`config.mk`:
```
export PLATFORM = sky130hd
export DESIGN_NAME = fir_sample_sequencer
export DESIGN_NICKNAME = d
export VERILOG_FILES = /design/src/rtl/fir_sample_sequencer.sv
export SDC_FILE = /design/constraint.sdc
export NUM_CORES = 1
export LEC_CHECK = 0
export BUFFER_PORTS_ARGS = -buffer_cell sky130_fd_sc_hd__buf_2
export CORE_MARGIN = 4
export CORE_UTILIZATION = 40
export CTS_CLUSTER_DIAMETER = 150
export DETAILED_ROUTE_END_ITERATION = 6
export PLACE_DENSITY_LB_ADDON = 0.1
export SLEW_MARGIN = 20
export SYNTH_ARGS = -nofsm -noshare
export SYNTH_HDL_FRONTEND = slang
export SYNTH_SLANG_ARGS = --single-unit
```
`constraint.sdc`:
```
create_clock -name clk -period 12.7 [get_ports clk]
set_input_delay 2.54 -clock clk [delete_from_list [all_inputs] [get_ports clk]]
set_output_delay 2.54 -clock clk [all_outputs]
set_load 0.01 [all_outputs]
```
`src/rtl/fir_sample_sequencer.sv`:
```
// Multi-cycle 4-tap FIR sequencer: one accepted sample yields one saturated result
// plus a cnt_up pulse; flush clears tap history and emits a clear pulse.
module fir_sample_sequencer #(
  parameter int NTAPS = 4,
  parameter int DW    = 16
) (
  input  logic                  clk,
  input  logic                  n_rst,
  input  logic                  data_ready,
  input  logic [DW-1:0]         sample_data,
  input  logic [NTAPS*DW-1:0]   coeffs,
  input  logic                  flush,
  output logic                  modwait,
  output logic                  cnt_up,
  output logic                  clear,
  output logic [DW-1:0]         fir_out,
  output logic                  err
);

  localparam int AW = DW + 2;

  typedef enum logic [2:0] {IDLE, MAC0, MAC1, MAC2, MAC3, DONE, FLUSH} state_t;

  state_t          state;
  logic [DW-1:0]   x0, x1, x2, x3;
  logic [AW-1:0]   acc;
  logic [DW-1:0]   mac_x;
  logic [DW-1:0]   mac_c;
  logic [2*DW-1:0] prod;
  logic [DW-1:0]   prod_hi;
  logic [AW-1:0]   sum;
  logic [DW:0]     sat_res;

  // Result of {overflow flag, clamped value} for the final unsigned sum.
  function automatic logic [DW:0] saturate(input logic [AW-1:0] s);
    if (s > AW'({DW{1'b1}}))
      return {1'b1, {DW{1'b1}}};
    else
      return {1'b0, s[DW-1:0]};
  endfunction

  always_comb begin
    mac_x = '0;
    mac_c = '0;
    case (state)
      MAC0: begin mac_x = x0; mac_c = coeffs[DW-1:0];      end
      MAC1: begin mac_x = x1; mac_c = coeffs[2*DW-1:DW];   end
      MAC2: begin mac_x = x2; mac_c = coeffs[3*DW-1:2*DW]; end
      MAC3: begin mac_x = x3; mac_c = coeffs[4*DW-1:3*DW]; end
      default: ;
    endcase
    prod    = mac_x * mac_c;
    prod_hi = DW'(prod >> DW);
    sum     = acc + AW'(prod_hi);
    sat_res = saturate(sum);
  end

  // Outputs are registered from the next state so they track the state register.
  always_ff @(posedge clk) begin
    if (!n_rst) begin
      state   <= IDLE;
      x0      <= '0;
      x1      <= '0;
      x2      <= '0;
      x3      <= '0;
      acc     <= '0;
      fir_out <= '0;
      err     <= 1'b0;
      modwait <= 1'b0;
      cnt_up  <= 1'b0;
      clear   <= 1'b0;
    end else begin
      modwait <= 1'b0;
      cnt_up  <= 1'b0;
      clear   <= 1'b0;
      case (state)
        IDLE: begin
          if (flush) begin
            state   <= FLUSH;
            x0      <= '0;
            x1      <= '0;
            x2      <= '0;
            x3      <= '0;
            fir_out <= '0;
            err     <= 1'b0;
            clear   <= 1'b1;
          end else if (data_ready) begin
            state   <= MAC0;
            x3      <= x2;
            x2      <= x1;
            x1      <= x0;
            x0      <= sample_data;
            acc     <= '0;
            modwait <= 1'b1;
          end
        end
        MAC0: begin
          acc     <= sum;
          state   <= MAC1;
          modwait <= 1'b1;
        end
        MAC1: begin
          acc     <= sum;
          state   <= MAC2;
          modwait <= 1'b1;
        end
        MAC2: begin
          acc     <= sum;
          state   <= MAC3;
          modwait <= 1'b1;
        end
        MAC3: begin
          acc     <= sum;
          fir_out <= sat_res[DW-1:0];
          err     <= sat_res[DW];
          state   <= DONE;
          modwait <= 1'b1;
          cnt_up  <= 1'b1;
        end
        DONE:    state <= IDLE;
        FLUSH:   state <= IDLE;
        default: state <= IDLE;
      endcase
    end
  end

endmodule
```
* Yosys cells after proc, flatten, opt, wreduce, memory -nomap -nowiden *
Index checks and enable logic that the tools add are counted.

storage, ports and cells
  flip-flop bits (word level) = 105
  latch bits = 0
  memory bits (writable) = 0
  bits in read-only memories = 0
  bits of input ports = 84
  output and inout bits = 20
  logic and storage cells = 57
  memories = 0

cells by class
  $add $sub $neg = 1
  multiply operators = 1
  divide/modulo/power cells = 0
  order comparisons = 1
  equal/unequal tests = 8
  shift operators = 0
  mux-type cells = 26
  bitwise logic cells = 0
  reduce and logical (&&, ||, !) cells = 9

operator list
  operator                                                                            number
  16-bit 2-to-1 mux                                                                   9
  16-bit case mux with 4 select lines                                                 2
  18-bit 2-to-1 mux                                                                   2
  18-bit case mux with 2 select lines                                                 1
  16-bit by 16-bit multiplier with 32-bit output                                      1
  16-bit case mux with 2 select lines                                                 1
  18-bit by 16-bit adder with 18-bit output                                           1
  18-bit by 16-bit greater-than comparator with 1-bit output (second input constant)  1
  17-bit 2-to-1 mux                                                                   1
  3-bit case mux with 5 select lines                                                  1
  3-bit by 2-bit equality test with 1-bit output (second input constant)              2
  3-bit 2-to-1 mux                                                                    2
  2-bit != test (second input constant)                                               3
  2-bit AND reduction                                                                 3
  2-bit nonzero test                                                                  3
  1-bit 2-to-1 mux                                                                    5
  1-bit case mux with 2 select lines                                                  2
  4-bit OR reduction                                                                  1
  3-bit by 1-bit equality test with 1-bit output (second input constant)              1
  3-bit equality test (second input constant)                                         1
  3-bit logical NOT                                                                   1
  3-bit != test (second input constant)                                               1
  3-bit AND reduction                                                                 1

* Depth between registers and ports, before layout *
Gate-level depths: netlist (run 1).

  depth in word-level cells = 7
  gate-level depth with buffers = 40
  mapped depth without buffers = 34

* Worst setup path before layout (run 1) *
OpenSTA, ideal clock, no wires.

  path type = in2reg
  start point = input port coeffs[37]
  end point = register fir_out[0]
  library setup time = 0.070 ns
  arrival time = 10.576 ns
  data required time = 12.630 ns
  setup slack = 2.054 ns
  stages on the path = 34
  buffers on the path = 3
  path through = a22o_1 -> a221oi_1 -> clkbuf_1 -> nor2_1 -> fa_1 -> inv_1 -> fa_1 -> inv_1 -> fa_1 -> fa_1 -> fa_1 -> inv_1 -> fa_1 -> inv_1 -> ha_1 -> clkbuf_1 -> a21oi_1 -> a2bb2oi_1 -> o2111ai_1 -> nor3b_1 -> a21oi_2 -> a31oi_1 -> o31ai_1 -> xor2_1 -> ha_1 -> a21oi_1 -> o21ai_0 -> or4_1 -> nor3_1 -> nor2_1 -> mux2i_1 -> nand4_1 -> buf_2 -> a21oi_1

on the way
  word-level cells in the longest chain between the ends = 6

RTL lines
  item                                                        line  text
  start: declaration                                          11    input logic [NTAPS*DW-1:0] coeffs,
  16-bit case mux with 4 select lines *                       45    case (state)
  16-bit by 16-bit multiplier with 32-bit output *            52    prod = mac_x * mac_c;
  18-bit by 16-bit adder with 18-bit output *                 54    sum = acc + AW'(prod_hi);
  18-bit by 16-bit greater-than comparator with 1-bit output  36    if (s > AW'({DW{1'b1}}))
  17-bit 2-to-1 mux *                                         36
  16-bit case mux with 2 select lines *                       76    case (state)
  end signal: assignment                                      114   fir_out <= sat_res[DW-1:0];
  end: declaration                                            16    output logic [DW-1:0] fir_out,

Mark *: on every way between the ends. The rest lies on a longest branch, timed or not.
A chain may end at the register's enable or synchronous reset.

* Worst setup path after layout (run 1) *
  start point = input port coeffs[33]
  end point = register fir_out[4]

The elaborated chain is that of the path after synthesis.

==> results of run 1 <==
## per-stage QoR
stage	instance area (µm²)	cells	utilization (%)	worst slack (ns)	hold slack (ns)
2_1_floorplan	13390	1555	-	2.054	0.4578
3_3_place_gp	14430	2056	44.03	1.129	0.4496
3_5_place_dp	14430	2056	44.03	0.8994	0.4503
4_1_cts	14740	2072	44.97	1.242	0.4628
5_1_grt	14760	2074	45.01	0.6298	0.4958
6_report	14760	2074	45.01	1.181	0.4590
## power breakdown
group	switching (µW)	leakage, µW	internal (µW)	total [µW]
sequential	10.8	0.000848	336	346
combinational	190	0.00603	71.9	262
clock	145	0.000145	140	285
total	346	0.00703	547	894
## registers in the layout, summed over array words and instances (netlist names), 3 cells and up
register	count
acc	18
x0	16
state	3
x2	16
x1	16
fir_out	16
x3	16
## how the worst max path moves through the flow
stage,to,startpoint,slack (ns)
final,fir_out[4]$_SDFFE_PN0P_,coeffs[33],1.18
after global routing,fir_out[8]$_SDFFE_PN0P_,coeffs[17],0.63
after floorplan,fir_out[0]$_SDFFE_PN0P_,coeffs[37],2.05
after CTS,fir_out[4]$_SDFFE_PN0P_,coeffs[33],1.24
after detailed placement,fir_out[4]$_SDFFE_PN0P_,coeffs[33],0.90
after global placement,fir_out[13]$_SDFFE_PN0P_,coeffs[33],1.13
## cells by family after synthesis
family	after synthesis	synth area share [%]
simple gates	445	13.96
compound gates	333	18.56
buf+inv	324	9.259
fa+ha+maj	314	40.21
flops	105	15.70
xor+xnor	30	1.962
mux	4	0.3457
## final cells by class
type,count,share of cell area (%)
Timing Repair Buffer,138,5.274
Multi-Input combinational cell,1126,68.36
Sequential cell,105,14.24
Clock buffer,9,1.526
Clock inverter,7,0.5596
Inverter,247,6.283
Tap cell,442,3.748
## per-layer routing
layer  global-route usage (%)  vias up
met5                        0        -
met4                    6.271        0
met3                    4.127       54
met2                    37.66      313
met1                    29.76     5662
li1                         -     5323
## cell usage in the layout, fill, tap and decap left out, drive strengths merged, types with 26 or more instances in the layout
cell type,instances
nor2,213
fa,194
inv,249
buf,138
nand2,156
dfxtp,105
ha,120
a21oi,66
a22o,26
a22oi,103
## critical path: cells and delay by family
family | cells | cell delay, ns
compound gates | 11 | 2.92
xor+xnor | 1 | 0.16
fa+ha+maj | 8 | 3.73
buf+inv | 4 | 0.21
mux | 2 | 0.23
simple gates | 6 | 2.00
==> run metrics, run 1 <==
maximum number of pins on one net before global-route repair=just under 70; H-tree depth reported by CTS=3; I/O pin count=104; number of buffers inserted by hold repair at cts=0; die footprint=0.03647 mm²; ratio of cells with drive above 1 in the final layout=a little under an eighth; required time of the worst setup path=between 10 and 15 ns; Max Cap Viol=0; Mean Syn Cell Area=around 8.6 µm²; worst-path maximum fanout=17; Hold Path Sink=err$_SDFFE_PN0P_; Synthesized Nets=~2000; most instantiated library cell after synthesis=inv_1; most numerous cell types in the synthesized netlist=inv_1 (246), nor2_1 (213), fa_1 (194); most used cell, CP=fa_1; Worst path max stage delay=approximately 0.6 ns; layout-stage area growth over the synthesis result=10.19%; setup slack of the worst register-to-register path=approximately 1.8 ns; global placer's final weighted congestion=0.8803; final routed wire length divided by cell count=18.98 µm; run status=finished clean; Setup CP Type=in2reg; antenna violation net count after detailed routing=0; number of hold violations in the final report=0; area share of the largest cell type after synthesis=29.00%; maximum clock skew at final layout=0.01267 ns; total number of placement rows=66; top routing layer used=met4; FF-to-FF path depth=32; Async S/R FF share, synth=0%; launch point of the worst reg-to-reg path=state[1]$_SDFFE_PN0P_; Yosys Warn Count=0; transition time at the pin with the least slew margin=around 1.1 ns; Post-Syn Instances=between 1500 and 2000; CP Launch Type=input port; power density normalized to cell area=about 60 mW/mm²; slowest library cell on the worst path=nand4_1; Yosys top cell by area=fa_1; antenna violations before repair=0; post_cts resized=0; achievable frequency=approximately 0.087 GHz; setup total negative slack=0 ns; Total Nets Final=between 2000 and 2500; Placeable Area=approximately 0.033 mm²; number of clock sinks=roughly 110; fin crit period=11.52 ns; largest cells by area after synthesis=fa_1 (29%), dfxtp_1 (16%), ha_1 (11%); insertion delay of the later-clocked pin in the worst-skew pair=between 0.3 and 0.4 ns; type of the most critical hold path=reg2reg; buffer cell driving the clock tree root=clkbuf_16; area of all sequential standard cells=0.002102 mm²; met1 wire length=around 17 mm; global-route wire length before repair=around 64 mm; TritonCTS Buffers=9; maximum vdd drop=about 0.12 mV; max_slew headroom=approximately a quarter; filler cell count=3353; clock slew at reported path FFs=around 0.080 ns; # Post-CTS Setup Buffers=0; share of synthesized area occupied by flip-flops and latches=15.70%; CP Data Arrival Time=about 12 ns; count of vias placed by the detailed router=around 11000; setup repair after global routing missed its margin=no; maximum clock path buffer count=2; Port Buffer Count=a little over 100; FF+latch count, synth=~110; pins over their slew limit=0; post-synthesis instance area=between 0.01 and 0.015 mm²; total DRC errors in the routed layout=0; die width=191.0 µm; total power=just under 900 µW; ant diodes=0; total detailed-routing wirelength=39.36 mm; leakage power figure=between 0.007 and 0.008 µW; startpoint of the worst hold path=err$_SDFFE_PN0P_; post-DR vias/cell=roughly 5.5; final setup vio count=0; iteration-0 DRC count of the detailed router=832; combined global-route utilization of all metal layers=22.41%; height of the die=191.0 µm; effective utilization at floorplan=40.85%; routed wl met3=about 2.5 mm; footprint of the multi-input gates=0.01009 mm²; instance count along the most critical hold path=2; clock tree from TritonCTS=done; sum of net half-perimeters after detailed placement=around 31 mm; capture instance of the worst register-to-register path=fir_out[4]$_SDFFE_PN0P_; Post-synth EDFFs=0; final cycle utilization of the critical path=about nine tenths; capturing element type of the critical path=flop; vias in the first global route=11570; gr ovfl total=0; count of TritonRoute iterations in the first routing pass=6; most frequently used flop master after synthesis=dfxtp_1; count of different cell masters after synthesis=65; met2 wire len=around 19 mm
No activity file was read; power rests on OpenSTA's default activity.
==> inputs of run 2 (changes only) <==
- ABC_AREA: default -> 1
- SKIP_CTS_REPAIR_TIMING: default -> 1
==> run metrics, run 2 <==
gr ovfl total=0; Worst path max stage delay=0.60 ns; transition time at the pin with the least slew margin=roughly 1 ns; antenna violation net count after detailed routing=0; maximum vdd drop=0.1690 mV; sum of net half-perimeters after detailed placement=34.28 mm; total DRC errors in the routed layout=0; iteration-0 DRC count of the detailed router=just over 800; Biggest register=acc; CP Launch Type=input port; placed cells=~2500; run status=finished clean; clock slew at reported path FFs=0.07 ns; fin crit period=just over 10 ns; layout-stage area growth over the synthesis result=9.185%; post-DR vias/cell=just over 5; Buf+Inv Stages, Crit Path=7; Yosys Warn Count=0; Setup CP Type=in2reg; max reg flops=18; final setup vio count=0; total detailed-routing wirelength=roughly 43 mm; slowest library cell on the worst path=fa_1; most common cell after layout, fill and taps aside=inv_1; adder-cell area share of the yosys netlist=37.58%; Max Cap Viol=0; most numerous cell types in the synthesized netlist=inv_1 (452), nand2_1 (382), nor2_1 (218); I/O pin count=104; main combinational cell family by area after synthesis=adder cells; most used cell, CP=nand2_1; H-tree depth reported by CTS=3; largest cells by area after synthesis=fa_1 (27%), dfxtp_1 (15%), inv_1 (12%); height of the die=about 200 µm; XOR/XNOR share of the synthesized area=less than 1%; count of TritonRoute iterations in the first routing pass=6; achievable frequency=slightly below 0.1 GHz; Post-Syn Instances=1944; Async S/R FF share, synth=0%; share of synthesized area occupied by flip-flops and latches=14.67%; most instantiated library cell after synthesis=inv_1; Synthesized Nets=between 2000 and 2500; die width=just under 200 µm; number of clock sinks=~110; Mean Syn Cell Area=about 7.4 µm²; buffer cell driving the clock tree root=clkbuf_16; footprint of the multi-input gates=approximately 0.010 mm²; ant diodes=0; total number of placement rows=69; global-route wire length before repair=~70 mm; combined global-route utilization of all metal layers=22.43%; worst-path maximum fanout=10; final cycle utilization of the critical path=about 80%; vias in the first global route=12910; Post-synth EDFFs=0; setup slack of the worst register-to-register path=2.65 ns; setup repair after global routing missed its margin=no; Total Nets Final=2419; power density normalized to cell area=85.85 mW/mm²; ratio of cells with drive above 1 in the final layout=10.22%; antenna violations before repair=0; die footprint=between 0.03 and 0.04 mm²; Placeable Area=about 0.035 mm²; Worst path top cell family by delay=adder cells; top library cells by usage in the layout, fill and taps aside=inv_1 (451), nand2_1 (382), nor2_1 (217); simple-gate portion of the synthesized area=between 20% and 30%; max_slew headroom=between 30% and 40%; area share of the largest cell type after synthesis=a little over a quarter; maximum clock skew at final layout=~0.0080 ns; share of synthesized area spent on multiplexers=0%; clock tree from TritonCTS=done; maximum number of pins on one net before global-route repair=94; pins over their slew limit=0; post-synthesis instance area=around 0.014 mm²; TritonCTS Buffers=9; FF+latch count, synth=between 100 and 150; count of different cell masters after synthesis=48; count of vias placed by the detailed router=approximately 13000; area of all sequential standard cells=0.002102 mm²; global placer's final weighted congestion=between 0.9 and 1; total power=between 1000 and 1500 µW; most frequently used flop master after synthesis=dfxtp_1; maximum clock path buffer count=2; insertion delay of the later-clocked pin in the worst-skew pair=between 0.3 and 0.4 ns; number of hold violations in the final report=0; effective utilization at floorplan=about two fifths; filler cell count=3759; required time of the worst setup path=roughly 13 ns; Port Buffer Count=around 100; capturing element type of the critical path=flop; final routed wire length divided by cell count=about 17 µm; CP Data Arrival Time=between 10 and 15 ns; compound-cell area share of the yosys netlist=between 10% and 20%; type of the most critical hold path=reg2reg; setup total negative slack=0 ns; leakage power figure=around 0.0076 µW; Yosys top cell by area=fa_1; number of standard cells in the final layout excluding fillers=about 2500
==> run 2: cell count changes after synthesis, moves of 20 or more <==
cell and change:
clkbuf_1 -24, a31oi_1 +22, a22oi_1 -103, inv_1 +206, nand2_1 +226, a221o_1 -22
a221oi_1 -20, o22ai_1 +73, nand3_1 +36
==> run 2: per-layer routing <==
metal,global-route usage (%),vias up,routed length [µm]
met3,1.996,65,1555
li1,-,6118,-
met2,37.63,276,20040
met1,31.15,6052,19840
met5,0,-,0
met4,6.420,0,1277
==> run 2: cells by family after synthesis <==
| logic type | count (synthesis) |
|---|---|
| flops | 105 |
| simple gates | 733 |
| compound gates | 254 |
| buf+inv | 522 |
| xor+xnor | 16 |
| fa+ha+maj | 314 |
==> run 2: worst reg2reg max path, delay by kind of cell, from the launching register on <==
family | cells | cell delay (ns)
fa+ha+maj | 8 | 3.89
compound gates | 4 | 0.77
simple gates | 18 | 2.99
flops | 1 | 0.75
buf+inv | 7 | 1.42
xor+xnor | 1 | 0.19
==> run 2: worst paths after layout <==
kind,from,cells past startpoint,end
worst max-delay path,coeffs[33],37,fir_out[15]$_SDFFE_PN0P_
worst min-delay path,fir_out[0]$_SDFFE_PN0P_,2,fir_out[0]$_SDFFE_PN0P_
worst max register to register,state[1]$_SDFFE_PN0P_,38,fir_out[15]$_SDFFE_PN0P_
worst min register to register,fir_out[0]$_SDFFE_PN0P_,2,fir_out[0]$_SDFFE_PN0P_
==> run 2: final cells by class <==
class	count	area share, %
clock buffer	11	1.615
clock inverter	5	0.5437
inverter	468	11.30
multi-input combinational	1317	65.31
sequential	105	13.43
tap	461	3.686
timing repair buffer	120	4.110
==> run 2: per-stage QoR <==
stage | hold slack (ns) | cell area, µm² | setup slack [ns] | util (%)
finish | 0.4684 | 15650 | 2.484 | 44.10
floorplan | 0.4435 | 14330 | 3.381 | -
detailed placement | 0.4542 | 15310 | 2.145 | 43.15
global placement | 0.4546 | 15310 | 2.144 | 43.15
CTS | 0.4664 | 15650 | 2.467 | 44.10
global route | 0.4839 | 15650 | 1.822 | 44.10
==> run 2: where the power goes <==
part           internal (µW)  leakage (µW)  switching [µW]  total, µW
Combinational            142       0.00663             517        659
Clock                    186      0.000168             131        316
Sequential               345      0.000848            23.1        368
